## src/rtl/arb_mux_rr_pkg.sv

```systemverilog
// Shared definitions for the arbitrated multiplexer: arbitration policy codes
// and a wrap-around index helper that is correct for non-power-of-2 channel counts.
package arb_mux_rr_pkg;

  localparam logic ARB_RR    = 1'b0;
  localparam logic ARB_FIXED = 1'b1;

  localparam int unsigned MAX_CH = 8;

  function automatic int unsigned wrap_inc(input int unsigned idx, input int unsigned n);
    return (idx + 1 >= n) ? 0 : idx + 1;
  endfunction

endpackage

```

## src/rtl/arb_mux_rr_arbiter.sv

```systemverilog
// Combinational arbiter: picks the first requester at or above the start index,
// wrapping at NUM_CH. Fixed-priority mode simply forces the start index to 0.
module arb_mux_rr_arbiter
  import arb_mux_rr_pkg::*;
#(
  parameter int NUM_CH = 4,
  parameter int SEL_W  = 2
) (
  input  logic [NUM_CH-1:0] req_i,
  input  logic [SEL_W-1:0]  ptr_i,
  input  logic              mode_i,
  output logic [NUM_CH-1:0] grant_o,
  output logic [SEL_W-1:0]  idx_o,
  output logic              any_o
);

  logic [SEL_W-1:0] start;
  logic [SEL_W:0]   cand;
  logic [SEL_W-1:0] cand_idx;

  always_comb begin
    start    = (mode_i == ARB_FIXED) ? '0 : ptr_i;
    grant_o  = '0;
    idx_o    = '0;
    any_o    = 1'b0;
    cand     = '0;
    cand_idx = '0;
    for (int i = 0; i < NUM_CH; i++) begin
      // One extra bit holds start+i before the modulo fold back into range.
      cand = {1'b0, start} + (SEL_W+1)'(i);
      if (cand >= (SEL_W+1)'(NUM_CH)) begin
        cand = cand - (SEL_W+1)'(NUM_CH);
      end
      cand_idx = cand[SEL_W-1:0];
      if (!any_o && req_i[cand_idx]) begin
        any_o             = 1'b1;
        grant_o[cand_idx] = 1'b1;
        idx_o             = cand_idx;
      end
    end
  end

endmodule

```

## src/rtl/arb_mux_rr.sv

```systemverilog
// N-channel arbitrated multiplexer with one registered output stage. Multi-beat
// transfers keep the grant until their last beat; the pointer advances only then.
module arb_mux_rr
  import arb_mux_rr_pkg::*;
#(
  parameter int WIDTH     = 16,
  parameter int NUM_CH    = 4,
  parameter int SEL_W     = 2,
  parameter int PRIO_MODE = 0
) (
  input  logic                    clk,
  input  logic                    rst_n,
  input  logic [NUM_CH-1:0]       in_valid,
  input  logic [NUM_CH*WIDTH-1:0] in_data,
  input  logic [NUM_CH-1:0]       in_last,
  output logic [NUM_CH-1:0]       in_ready,
  output logic                    out_valid,
  output logic [WIDTH-1:0]        out_data,
  output logic [SEL_W-1:0]        out_ch,
  output logic                    out_last,
  input  logic                    out_ready
);

  // Handshake: a beat moves on channel g when in_valid[g] && in_ready[g];
  // downstream takes the held beat when out_valid && out_ready. in_ready is
  // derived from in_valid, so requesters must not gate in_valid on in_ready.

  localparam logic MODE = (PRIO_MODE == 1) ? ARB_FIXED : ARB_RR;

  logic              out_valid_q, out_valid_d;
  logic [WIDTH-1:0]  out_data_q,  out_data_d;
  logic [SEL_W-1:0]  out_ch_q,    out_ch_d;
  logic              out_last_q,  out_last_d;
  logic              lock_q,      lock_d;
  logic [SEL_W-1:0]  lock_ch_q,   lock_ch_d;
  logic [SEL_W-1:0]  rr_ptr_q,    rr_ptr_d;

  logic [NUM_CH-1:0] win_grant;
  logic [SEL_W-1:0]  win_idx;
  logic              win_any;

  logic              load_en;
  logic [SEL_W-1:0]  sel_ch;
  logic              hs;
  logic [WIDTH-1:0]  hs_data;
  logic              hs_last;

  arb_mux_rr_arbiter #(
    .NUM_CH (NUM_CH),
    .SEL_W  (SEL_W)
  ) u_arbiter (
    .req_i   (in_valid),
    .ptr_i   (rr_ptr_q),
    .mode_i  (MODE),
    .grant_o (win_grant),
    .idx_o   (win_idx),
    .any_o   (win_any)
  );

  assign load_en = !out_valid_q || out_ready;
  assign sel_ch  = lock_q ? lock_ch_q : win_idx;
  assign hs      = rst_n && load_en && (lock_q ? in_valid[lock_ch_q] : win_any);

  // rst_n gates in_ready so nothing is offered while the block is held in reset.
  always_comb begin
    in_ready = '0;
    if (rst_n && load_en) begin
      if (lock_q) begin
        in_ready[lock_ch_q] = 1'b1;
      end else begin
        in_ready = win_grant;
      end
    end
  end

  always_comb begin
    hs_data = '0;
    hs_last = 1'b0;
    for (int k = 0; k < NUM_CH; k++) begin
      if (sel_ch == SEL_W'(k)) begin
        hs_data = in_data[k*WIDTH +: WIDTH];
        hs_last = in_last[k];
      end
    end
  end

  always_comb begin
    out_valid_d = out_valid_q;
    out_data_d  = out_data_q;
    out_ch_d    = out_ch_q;
    out_last_d  = out_last_q;
    lock_d      = lock_q;
    lock_ch_d   = lock_ch_q;
    rr_ptr_d    = rr_ptr_q;
    if (load_en) begin
      out_valid_d = hs;
    end
    if (hs) begin
      out_data_d = hs_data;
      out_ch_d   = sel_ch;
      out_last_d = hs_last;
      lock_d     = !hs_last;
      lock_ch_d  = sel_ch;
      if (hs_last && MODE == ARB_RR) begin
        rr_ptr_d = SEL_W'(wrap_inc(32'(sel_ch), 32'(NUM_CH)));
      end
    end
  end

  always_ff @(posedge clk or negedge rst_n) begin
    if (!rst_n) begin
      out_valid_q <= 1'b0;
      out_data_q  <= '0;
      out_ch_q    <= '0;
      out_last_q  <= 1'b0;
      lock_q      <= 1'b0;
      lock_ch_q   <= '0;
      rr_ptr_q    <= '0;
    end else begin
      out_valid_q <= out_valid_d;
      out_data_q  <= out_data_d;
      out_ch_q    <= out_ch_d;
      out_last_q  <= out_last_d;
      lock_q      <= lock_d;
      lock_ch_q   <= lock_ch_d;
      rr_ptr_q    <= rr_ptr_d;
    end
  end

  assign out_valid = out_valid_q;
  assign out_data  = out_data_q;
  assign out_ch    = out_ch_q;
  assign out_last  = out_last_q;

endmodule

```

## config.mk

```make
export PLATFORM = sky130hd
export DESIGN_NAME = arb_mux_rr
export DESIGN_NICKNAME = d
export VERILOG_FILES = /design/src/rtl/arb_mux_rr_pkg.sv /design/src/rtl/arb_mux_rr_arbiter.sv /design/src/rtl/arb_mux_rr.sv
export SDC_FILE = /design/constraint.sdc
export NUM_CORES = 1
export LEC_CHECK = 0
export ABC_AREA = 1
export BUFFER_PORTS_ARGS = -buffer_cell sky130_fd_sc_hd__buf_2
export CAP_MARGIN = 40
export CORE_MARGIN = 4
export CORE_UTILIZATION = 33
export CTS_BUF_LIST = sky130_fd_sc_hd__clkbuf_4
export DETAILED_ROUTE_END_ITERATION = 12
export MAX_ROUTING_LAYER = met4
export PLACE_DENSITY = 0.59
export SKIP_LAST_GASP = 1
export SLEW_MARGIN = 30
export SYNTH_ARGS = -nofsm -noshare
export SYNTH_HDL_FRONTEND = slang
export SYNTH_SLANG_ARGS = --single-unit
```

## constraint.sdc

```tcl
create_clock -name clk -period 2.84 [get_ports clk]
set_clock_uncertainty 0.05 [all_clocks]
set_input_delay 0.142 -clock clk [delete_from_list [all_inputs] [get_ports clk]]
set_output_delay 0.142 -clock clk [all_outputs]
set_load 0.01 [all_outputs]
```

==> run summary, run 1 <==
### Outcome
• status: completed

### Synth
• Warnings, synthesis: 0
• post-synth top area cell: dfrtp_1
• Yosys cell types: 27
• top cells by area in the synthesized netlist: dfrtp_1 (27%), nand2_1 (15%), nand3_1 (12%)
• Synth Instances: 300
• Synth top area share: 27.4%
• register area share after synthesis: 27.4%
• cell area after synthesis: 2100 um2
• synthesized net count: 386
• Synth Area per Inst: 7.01 um2
• register bit count reported by yosys: 23

### STA
• Max Clock Freq: 0.382 GHz
• Hold Slack: 0.0926 ns
• final number of max-transition violations: 0
• transition at the pin with the smallest max-transition slack: 0.608 ns
• post-layout minimum cycle time: 2.62 ns
• least setup slack across all paths after layout: 0.222 ns
• accumulated negative setup slack: 0 ns
• number of failing setup endpoints in the final timing report: 0
• final critical-path share of the clock period: 92.2%
• headroom to the max-slew limit: 59.0%
• setup repair after global routing missed its margin: true
• Hold Vio Cnt, Final: 0

### Worst setup path
• library cell appearing most often on the critical path: nand2_1
• FF-to-FF Start: rr_ptr_q[0]$_DFFE_PN0P_
• Worst Reg2Reg Path Length in Cells: 20
• Worst setup EP type: flip-flop
• Critical Path Start: rr_ptr_q[0]$_DFFE_PN0P_
• slowest cell delay on critical path: 0.41 ns
• Worst Path Max Fanout: 14
• CP top delay family: simple AND/OR/NAND/NOR gates
• Cell Chain, Critical Path: inv_2, ha_4, inv_1, nand2_1, nand2_1, nor2_4, nand3_1, nand2_1, nand3_2, nand2_2, ha_4, buf_12, a21oi_1, nand2_1, o211ai_1, nand2_1, nand3_4, nor2_2, nand3_1, nand2_1
• Crit Reg-Reg Endpoint: rr_ptr_q[0]$_DFFE_PN0P_
• CP Data Arrival Time: 2.83 ns
• Worst R2R Setup Slack: 0.22 ns
• CP startpoint kind: flip-flop
• total stage count of the critical path: 20
• class of the most critical setup path: flip-flop to flip-flop
• worst path bufs/invs: 3
• library cell contributing the largest single delay on the critical path: dfrtp_1
• critical path data required time: 3.05 ns
• critical path endpoint: rr_ptr_q[0]$_DFFE_PN0P_

### Clock tree
• CTS tree: yes
• clock latency of the later-clocked register in the worst-skew pair: 0.31 ns
• Clock Root Buffer: clkbuf_4
• H-tree lvl count: 1
• number of clock sinks seen by CTS: 23
• number of buffers inserted during clock tree synthesis: 3
• buffers from clock root to sink, at most: 2
• Worst-path clk slew: 0.14 ns

### Global route
• maximum number of pins on one net before global-route repair: 36
• grt ovf: 0
• GRT Resource Usage Total: 18.5%
• via count of the first global-routing pass: 2,456
• global-route wire length before repair: 11.1 mm
• antenna violations before repair: 0

### Route
• final routed DRC violation total: 0
• number of routed nets with antenna violations: 0
• First DRT Iteration DRCs: 56
• detailed-route wire length per cell: 14.0 um
• Via Count: 2,458
• routed wire length: 6.81 mm
• total iterations of the first detailed-routing run: 4
• routed vias/inst: 5.07

### Die
• floorplan core area: 6060 um2
• top-level I/O count: 99
• die extent in y: 87.8 um
• Total Die Area: 7710 um2
• Initial Util: 34.7%
• die outline width: 87.8 um
• Row Count: 28

### Placement
• Port-buffer cells: 98
• global placement routability congestion: 0.858
• worst setup slack before clock tree synthesis: -0.0771 ns
• half-perimeter wire length of the detailed placement result: 5.27 mm

### Job
• max_cap viols: 0

### Power
• peak supply drop: 0.635 mV
• total power: 3.85 mW
• reported leakage power: 1.45 nW
• power per cell area: 1340 nW/um2

### Cells and area
• Area growth syn-to-layout: 36.9%
• layout cells sized above 1: 37.8%
• number of antenna cells inserted: 0
• end-of-flow core utilization: 47.5%
• net count reported at finish: 497

### Worst hold path
• worst min-delay path class: input pin to flip-flop

==> how the worst min path moves through the flow <==
stage,depth (start not counted),from,end
after floorplan,0,rst_n,lock_ch_q[0]$_DFFE_PN0P_
after global placement,2,rst_n,out_valid$_DFFE_PN0N_
after detailed placement,2,rst_n,out_data[6]$_DFFE_PN0P_
after CTS,4,in_data[49],out_data[1]$_DFFE_PN0P_
after global routing,4,in_data[53],out_data[5]$_DFFE_PN0P_
final,4,in_data[49],out_data[1]$_DFFE_PN0P_
==> synthesized netlist by cell type (all sizes together) <==
cell          n
nand2        89
nand3        55
a21oi        24
dfrtp        23
inv          19
o21a         18
o211ai       17
nor2         13
ha           11
buf           8
o21ai         8
clkbuf        7
clkinv        3
nand4         2
a21boi        1
dlygate4sd1   1
nand3b        1
==> final cells by class <==
cell class	instances	area [um2]
fillers	636	3180
well taps	75	93.8
flip-flops and latches	23	577
multi-input cells	239	1390
repair buffers	122	704
inverters	22	88.8
clock inverters	1	5.00
clock buffers	3	22.5
==> report_power, final <==
group	internal (mW)	switching (mW)
Clock	0.0526	0.106
Sequential	0.499	0.120
Combinational	1.35	1.73
==> repair_timing <==
| item | in CTS | in global routing |
|---|---|---|
| hold buffers | 2 | 0 |
| resized for setup | 4 | 17 |
| endpoints found under the hold margin | 24 | 0 |
| pin swaps | 0 | 4 |
| endpoints found under the setup margin | 3 | 20 |
| buffers inserted | 0 | 0 |
==> metrics by stage <==
stage                     area [um2]  instances
final                           2880        485
after detailed placement        2750        479
after floorplan                 2110        300
after CTS                       2810        485
after global placement          2750        479
after global routing            2880        485
==> tightest hold or removal path: cells and delay by family <==
kind / cells / cell delay [ns]
AO/OA/AOI/OAI: 1 / 0.11
buffers and inverters: 1 / 0.08
AND/OR/NAND/NOR: 2 / 0.11
==> per-layer routing <==
layer / routed length, um / global-route usage [%] / vias up
met4: 35 / 3.77 / 0
met5: 0 / - / -
li1: - / - / 1237
met1: 2970 / 22.4 / 1130
met2: 3380 / 32.7 / 89
met3: 421 / 2.35 / 2
==> layout by cell type (no fill, tap or decap), drive strengths merged <==
cell and instances:
o21a 18, nand3 55, clkinv 3, o211ai 17
nand2 89, o21ai 8, a21boi 1, nand4 2
buf 120, nor2 13, inv 20, clkbuf 3
nand3b 1, dlygate4sd3 2, ha 11, a21oi 24
dfrtp 23
==> flip-flops by register name, summed over array words and instances, names as in the netlist <==
register and cells:
out_last 1, lock_ch_q 2, out_data 16, rr_ptr_q 2
lock_q 1, out_valid 1
==> kinds of logic (layout without fill, tap and decap cells) <==
kind of cell	count (synthesis)	in the layout	synth area share [%]
AO/OA/AOI/OAI	68	68	20.6
flip-flops	23	23	27.4
buffers and inverters	38	148	10.6
adder cells (fa/ha/maj)	11	11	6.54
AND/OR/NAND/NOR	160	160	34.9
Note: power is estimated with default switching activity, not from simulation.
==> run 2, diff against run 1 <==
Settings changed: CORE_MARGIN 4 to unset.
==> run 2 against run 1 <==
Combinational power barely moved. Total power fell by 0.43%. Via count fell by 2.3%. Routed wire length fell by 6.8%. Global-route usage rose by 1.5 points. Register-to-register slack improved by 0.02 ns. Clock power barely moved. Fmax rose by 0.73%. Critical endpoint unchanged. Highest routed layer unchanged.
==> run summary, run 2 (same netlist as run 1, synthesis figures left out) <==
### Placement
• Port-buffer cells: 98
• global placement routability congestion: 0.874
• Post-Place Cell Area: 2700 um2
• worst setup slack before clock tree synthesis: -0.0300 ns
• half-perimeter wire length of the detailed placement result: 4.97 mm

### STA
• Max Clock Freq: 0.385 GHz
• number of failing setup endpoints in the final timing report: 0
• transition at the pin with the smallest max-transition slack: 0.593 ns
• headroom to the max-slew limit: 60.1%
• final number of max-transition violations: 0
• accumulated negative setup slack: 0 ns
• Hold Vio Cnt, Final: 0
• least setup slack across all paths after layout: 0.241 ns
• Hold Slack: 0.0837 ns
• post-layout minimum cycle time: 2.60 ns
• setup repair after global routing missed its margin: false
• final critical-path share of the clock period: 91.5%

### Clock tree
• H-tree lvl count: 1
• number of clock sinks seen by CTS: 23
• clock latency of the later-clocked register in the worst-skew pair: 0.32 ns
• number of buffers inserted during clock tree synthesis: 3
• CTS tree: yes
• Worst-path clk slew: 0.14 ns
• Clock Root Buffer: clkbuf_4
• buffers from clock root to sink, at most: 2

### Cells and area
• most used cells in the layout excluding fill and tap cells: buf_2 (98), nand2_1 (77), nand3_1 (45)
• finished layout cell area: 2900 um2
• net count reported at finish: 498
• layout cells sized above 1: 39.9%
• Sequential cell area: 577 um2
• number of antenna cells inserted: 0
• area used by multi-input combinational logic: 1420 um2
• number of fill cells in the layout: 628
• Area growth syn-to-layout: 38.1%
• leading cell type in the layout, fill and taps excluded: buf_2
• max reg flops: 16

### Worst hold path
• worst min-delay path class: input pin to flip-flop
• Hold Path Origin: in_data[48]

### Worst setup path
• critical path data required time: 3.01 ns
• CP Data Arrival Time: 2.77 ns
• Worst Path Max Fanout: 6
• CP startpoint kind: flip-flop
• Critical Path Start: rr_ptr_q[0]$_DFFE_PN0P_
• Worst setup EP type: flip-flop
• class of the most critical setup path: flip-flop to flip-flop
• FF-to-FF Start: rr_ptr_q[0]$_DFFE_PN0P_

### Global route
• antenna violations before repair: 0
• GRT Resource Usage Total: 20.0%
• maximum number of pins on one net before global-route repair: 36
• global-route wire length before repair: 10.2 mm
• via count of the first global-routing pass: 2,245
• grt ovf: 0

### Die
• die outline width: 81.8 um
• top-level I/O count: 99
• die extent in y: 81.8 um
• Row Count: 28
• floorplan core area: 6030 um2
• Total Die Area: 6700 um2
• Initial Util: 34.9%

### Route
• First DRT Iteration DRCs: 67
• routed wire length: 6.35 mm
• routed vias/inst: 4.94
• detailed-route wire length per cell: 13.1 um
• number of routed nets with antenna violations: 0
• final routed DRC violation total: 0
• Via Count: 2,401
• total iterations of the first detailed-routing run: 6

### Job
• max_cap viols: 0

### Power
• power per cell area: 1320 nW/um2
• reported leakage power: 1.45 nW
• peak supply drop: 0.572 mV

### Outcome
• status: completed

-- run 2: changes by cell type in the layout (fill, tap and decap cells not counted), moves of 3 or more --
cell,change
nand2_1,-4
nand3_2,+3
nand3_1,-3
nand2_2,+4
-- run 2: worst paths after layout --
path	to	slack (ns)	cells past startpoint
max	rr_ptr_q[0]$_DFFE_PN0P_	0.24	20
min	out_data[0]$_DFFE_PN0P_	0.08	4
max reg2reg	rr_ptr_q[0]$_DFFE_PN0P_	0.24	20
min reg2reg	out_last$_DFFE_PN0P_	0.45	2
max in group asynchronous	rr_ptr_q[1]$_DFFE_PN0P_	2.17	3
min in group asynchronous	out_last$_DFFE_PN0P_	0.30	3
-- run 2: power by group --
part | leakage [nW] | internal [mW] | switching (mW) | total (mW)
registers | 0.265 | 0.499 | 0.114 | 0.613
logic | 1.17 | 1.32 | 1.74 | 3.06
clock network | 0.0177 | 0.0527 | 0.109 | 0.162
total | 1.45 | 1.87 | 1.96 | 3.84
-- run 2: cell type report --
type                    instances  share of cell area (%)
repair buffers                123                    23.8
inverters                      22                    3.32
multi-input cells             239                    48.9
well taps                      75                    3.23
clock inverters                 1                   0.172
clock buffers                   3                   0.776
flip-flops and latches         23                    19.9
-- run 2: routing by layer --
layer / vias to the layer above / part of all wire [%] / GRT usage (%)
met5: - / 0 / -
met3: 6 / 4.9 / 2.78
met4: 0 / 1.3 / 5.26
met1: 1075 / 45 / 24.8
met2: 80 / 49 / 33.8
li1: 1240 / - / -
-- run 2: timing repair --
action | in CTS | in global routing
endpoints found under the hold margin | 24 | 0
pin swaps | 0 | 11
setup endpoints to repair | 2 | 20
gates resized for setup | 2 | 31
buffers inserted | 0 | 4
cloned | 0 | 0
hold buffers | 2 | 0
-- run 2: metrics by stage --
| step | power (mW) | utilization [%] | instances |
|---|---|---|---|
| 2_1_floorplan | 2.61 | - | 300 |
| 3_3_place_gp | 3.35 | 44.8 | 476 |
| 3_5_place_dp | 3.37 | 44.8 | 476 |
| 4_1_cts | 3.56 | 45.7 | 482 |
| 5_1_grt | 4.24 | 48.2 | 486 |
| 6_report | 3.84 | 48.2 | 486 |
-- run 2: critical path, cell delays in order, from the launching register on --
cell      delay (ns)
dfrtp_1         0.40
inv_2           0.06
ha_4            0.28
inv_1           0.06
nand2_1         0.08
nand2_2         0.06
nor2_4          0.16
nand2_2         0.08
nand3_1         0.09
nand3_2         0.10
nand2_2         0.16
inv_4           0.07
ha_4            0.19
a21oi_1         0.11
nand2_1         0.06
o211ai_1        0.08
nand2_1         0.13
nand3_4         0.11
nor2_2          0.05
nand3_1         0.06
nand2_1         0.06
==> run 3, diff against run 2 <==
Settings changed: BUFFER_PORTS_ARGS -buffer_cell sky130_fd_sc_hd__buf_2 to -buffer_cell sky130_fd_sc_hd__clkbuf_2.
==> run 3 against run 2 <==
Routed wire length increased by 0.99%. Largest cell class unchanged. Worst setup slack got worse by 0.12 ns. Largest power group unchanged. Worst hold slack about the same. Final area decreased by 1.3%. Combinational power about the same. Highest routed layer unchanged.
==> run summary, run 3 (same netlist as run 1, synthesis figures left out) <==
### Worst setup path
• Worst R2R Setup Slack: 0.12 ns
• Worst Path Max Fanout: 7
• CP Data Arrival Time: 2.89 ns
• class of the most critical setup path: flip-flop to flip-flop
• critical path data required time: 3.00 ns
• Worst setup EP type: flip-flop
• CP startpoint kind: flip-flop

### Route
• routed wire length: 6.41 mm
• total iterations of the first detailed-routing run: 4
• routed vias/inst: 5.01
• final routed DRC violation total: 0
• First DRT Iteration DRCs: 85
• number of routed nets with antenna violations: 0
• detailed-route wire length per cell: 13.2 um
• Via Count: 2,427

### STA
• Max Clock Freq: 0.367 GHz
• number of failing setup endpoints in the final timing report: 0
• Hold Slack: 0.0839 ns
• transition at the pin with the smallest max-transition slack: 0.604 ns
• post-layout minimum cycle time: 2.72 ns
• headroom to the max-slew limit: 59.3%
• final number of max-transition violations: 0
• final critical-path share of the clock period: 95.9%
• setup repair after global routing missed its margin: true
• Hold Vio Cnt, Final: 0

### Clock tree
• number of clock sinks seen by CTS: 23
• buffers from clock root to sink, at most: 2
• Worst-path clk slew: 0.14 ns
• H-tree lvl count: 1
• CTS tree: yes
• number of buffers inserted during clock tree synthesis: 3
• clock latency of the later-clocked register in the worst-skew pair: 0.32 ns
• Clock Root Buffer: clkbuf_4

### Global route
• maximum number of pins on one net before global-route repair: 36
• grt ovf: 0
• global-route wire length before repair: 10.0 mm
• GRT Resource Usage Total: 19.6%
• via count of the first global-routing pass: 2,211
• antenna violations before repair: 0

### Cells and area
• Sequential cell area: 577 um2
• non-filler cells, final: 484
• Area growth syn-to-layout: 36.3%
• finished layout cell area: 2870 um2
• number of antenna cells inserted: 0
• layout cells sized above 1: 37.9%
• most used cells in the layout excluding fill and tap cells: clkbuf_2 (98), nand2_1 (81), nand3_1 (48)
• area used by multi-input combinational logic: 1380 um2
• max reg flops: 16
• leading cell type in the layout, fill and taps excluded: clkbuf_2
• net count reported at finish: 496
• number of fill cells in the layout: 652

### Die
• top-level I/O count: 99
• Total Die Area: 6700 um2
• floorplan core area: 6030 um2
• Initial Util: 34.9%
• Row Count: 28
• die outline width: 81.8 um
• die extent in y: 81.8 um

### Power
• switching power as a share of total power: 51.0%
• proportion of power drawn by flip-flops and latches: 16.2%
• cell-internal power: 1.87 mW
• power per cell area: 1330 nW/um2
• total power: 3.82 mW
• peak supply drop: 0.531 mV
• relative contribution of the clock network to total power: 4.2%
• Gate power share: 79.6%
• reported leakage power: 1.46 nW
• Sw Pwr: 1.95 mW

### Placement
• Post-Place Cell Area: 2720 um2
• global placement routability congestion: 0.869
• Port-buffer cells: 98
• half-perimeter wire length of the detailed placement result: 5.15 mm
• placed cell count: 477

### Outcome
• status: completed

### Job
• max_cap viols: 0

### Worst hold path
• worst min-delay path class: input pin to flip-flop

-- run 3: final cells by class --
type                            instances  share of cell area [%]
Clock buffer                            3                   0.786
Multi-Input combinational cell        239                    48.2
Inverter                               22                    3.10
Clock inverter                          1                   0.175
Timing Repair Buffer                  121                    24.3
Tap cell                               75                    3.27
Sequential cell                        23                    20.1
-- run 3: what timing repair did --
item | 4_1_cts | 5_1_grt
buffers inserted | 0 | 1
pin swaps | 0 | 5
setup endpoints to repair | 3 | 20
hold buffers | 2 | 0
gates resized for setup | 4 | 17
endpoints found under the hold margin | 24 | 0
-- run 3: final timing paths --
| check | from | to | depth (start not counted) |
|---|---|---|---|
| max | rr_ptr_q[0]$_DFFE_PN0P_ | rr_ptr_q[0]$_DFFE_PN0P_ | 20 |
| min | in_data[48] | out_data[0]$_DFFE_PN0P_ | 4 |
| max reg2reg | rr_ptr_q[0]$_DFFE_PN0P_ | rr_ptr_q[0]$_DFFE_PN0P_ | 20 |
| min reg2reg | out_last$_DFFE_PN0P_ | out_last$_DFFE_PN0P_ | 2 |
| max in group asynchronous | rst_n | rr_ptr_q[1]$_DFFE_PN0P_ | 3 |
| min in group asynchronous | rst_n | out_valid$_DFFE_PN0N_ | 3 |
-- run 3: stage by stage --
step | setup slack (ns) | setup TNS [ns] | utilization, %
final | 0.117 | 0 | 47.6
after global routing | -0.0772 | -0.352 | 47.6
after CTS | 0.0207 | 0 | 46.1
after detailed placement | -0.0651 | -0.0835 | 45.1
after global placement | -0.00601 | -0.00601 | 45.1
after floorplan | 0.00882 | 0 | -
-- run 3: power groups by stage --
stage          logic [mW]  clock network (mW)  registers, mW
5_1_grt              3.39               0.183          0.642
3_5_place_dp         2.80                   0          0.625
2_1_floorplan        1.93                   0          0.680
3_3_place_gp         2.78                   0          0.623
6_report             3.04               0.159          0.619
4_1_cts              2.84               0.165          0.618
-- run 3: critical path: stages (launching register included) --
cell      delay [ns]
dfrtp_1         0.42
inv_2           0.09
buf_4           0.15
nand2_1         0.08
nand3_1         0.10
nand2_1         0.10
nor2_4          0.15
nand2_1         0.11
nand3_1         0.09
nand3_1         0.12
nand2_2         0.13
inv_1           0.10
ha_2            0.23
a21oi_1         0.13
nand2_1         0.08
o211ai_1        0.09
nand2_1         0.13
nand3_4         0.11
nor2_2          0.04
nand3_1         0.06
nand2_1         0.06
-- run 3: routing by layer --
metal / wire length, um / vias to the layer above / GRT usage (%) / share of wire [%]
li1: - / 1240 / - / -
met1: 2770 / 1095 / 24.0 / 43
met2: 3160 / 84 / 33.4 / 49
met3: 382 / 8 / 3.33 / 6.0
met4: 94 / 0 / 4.74 / 1.5
met5: 0 / - / - / 0
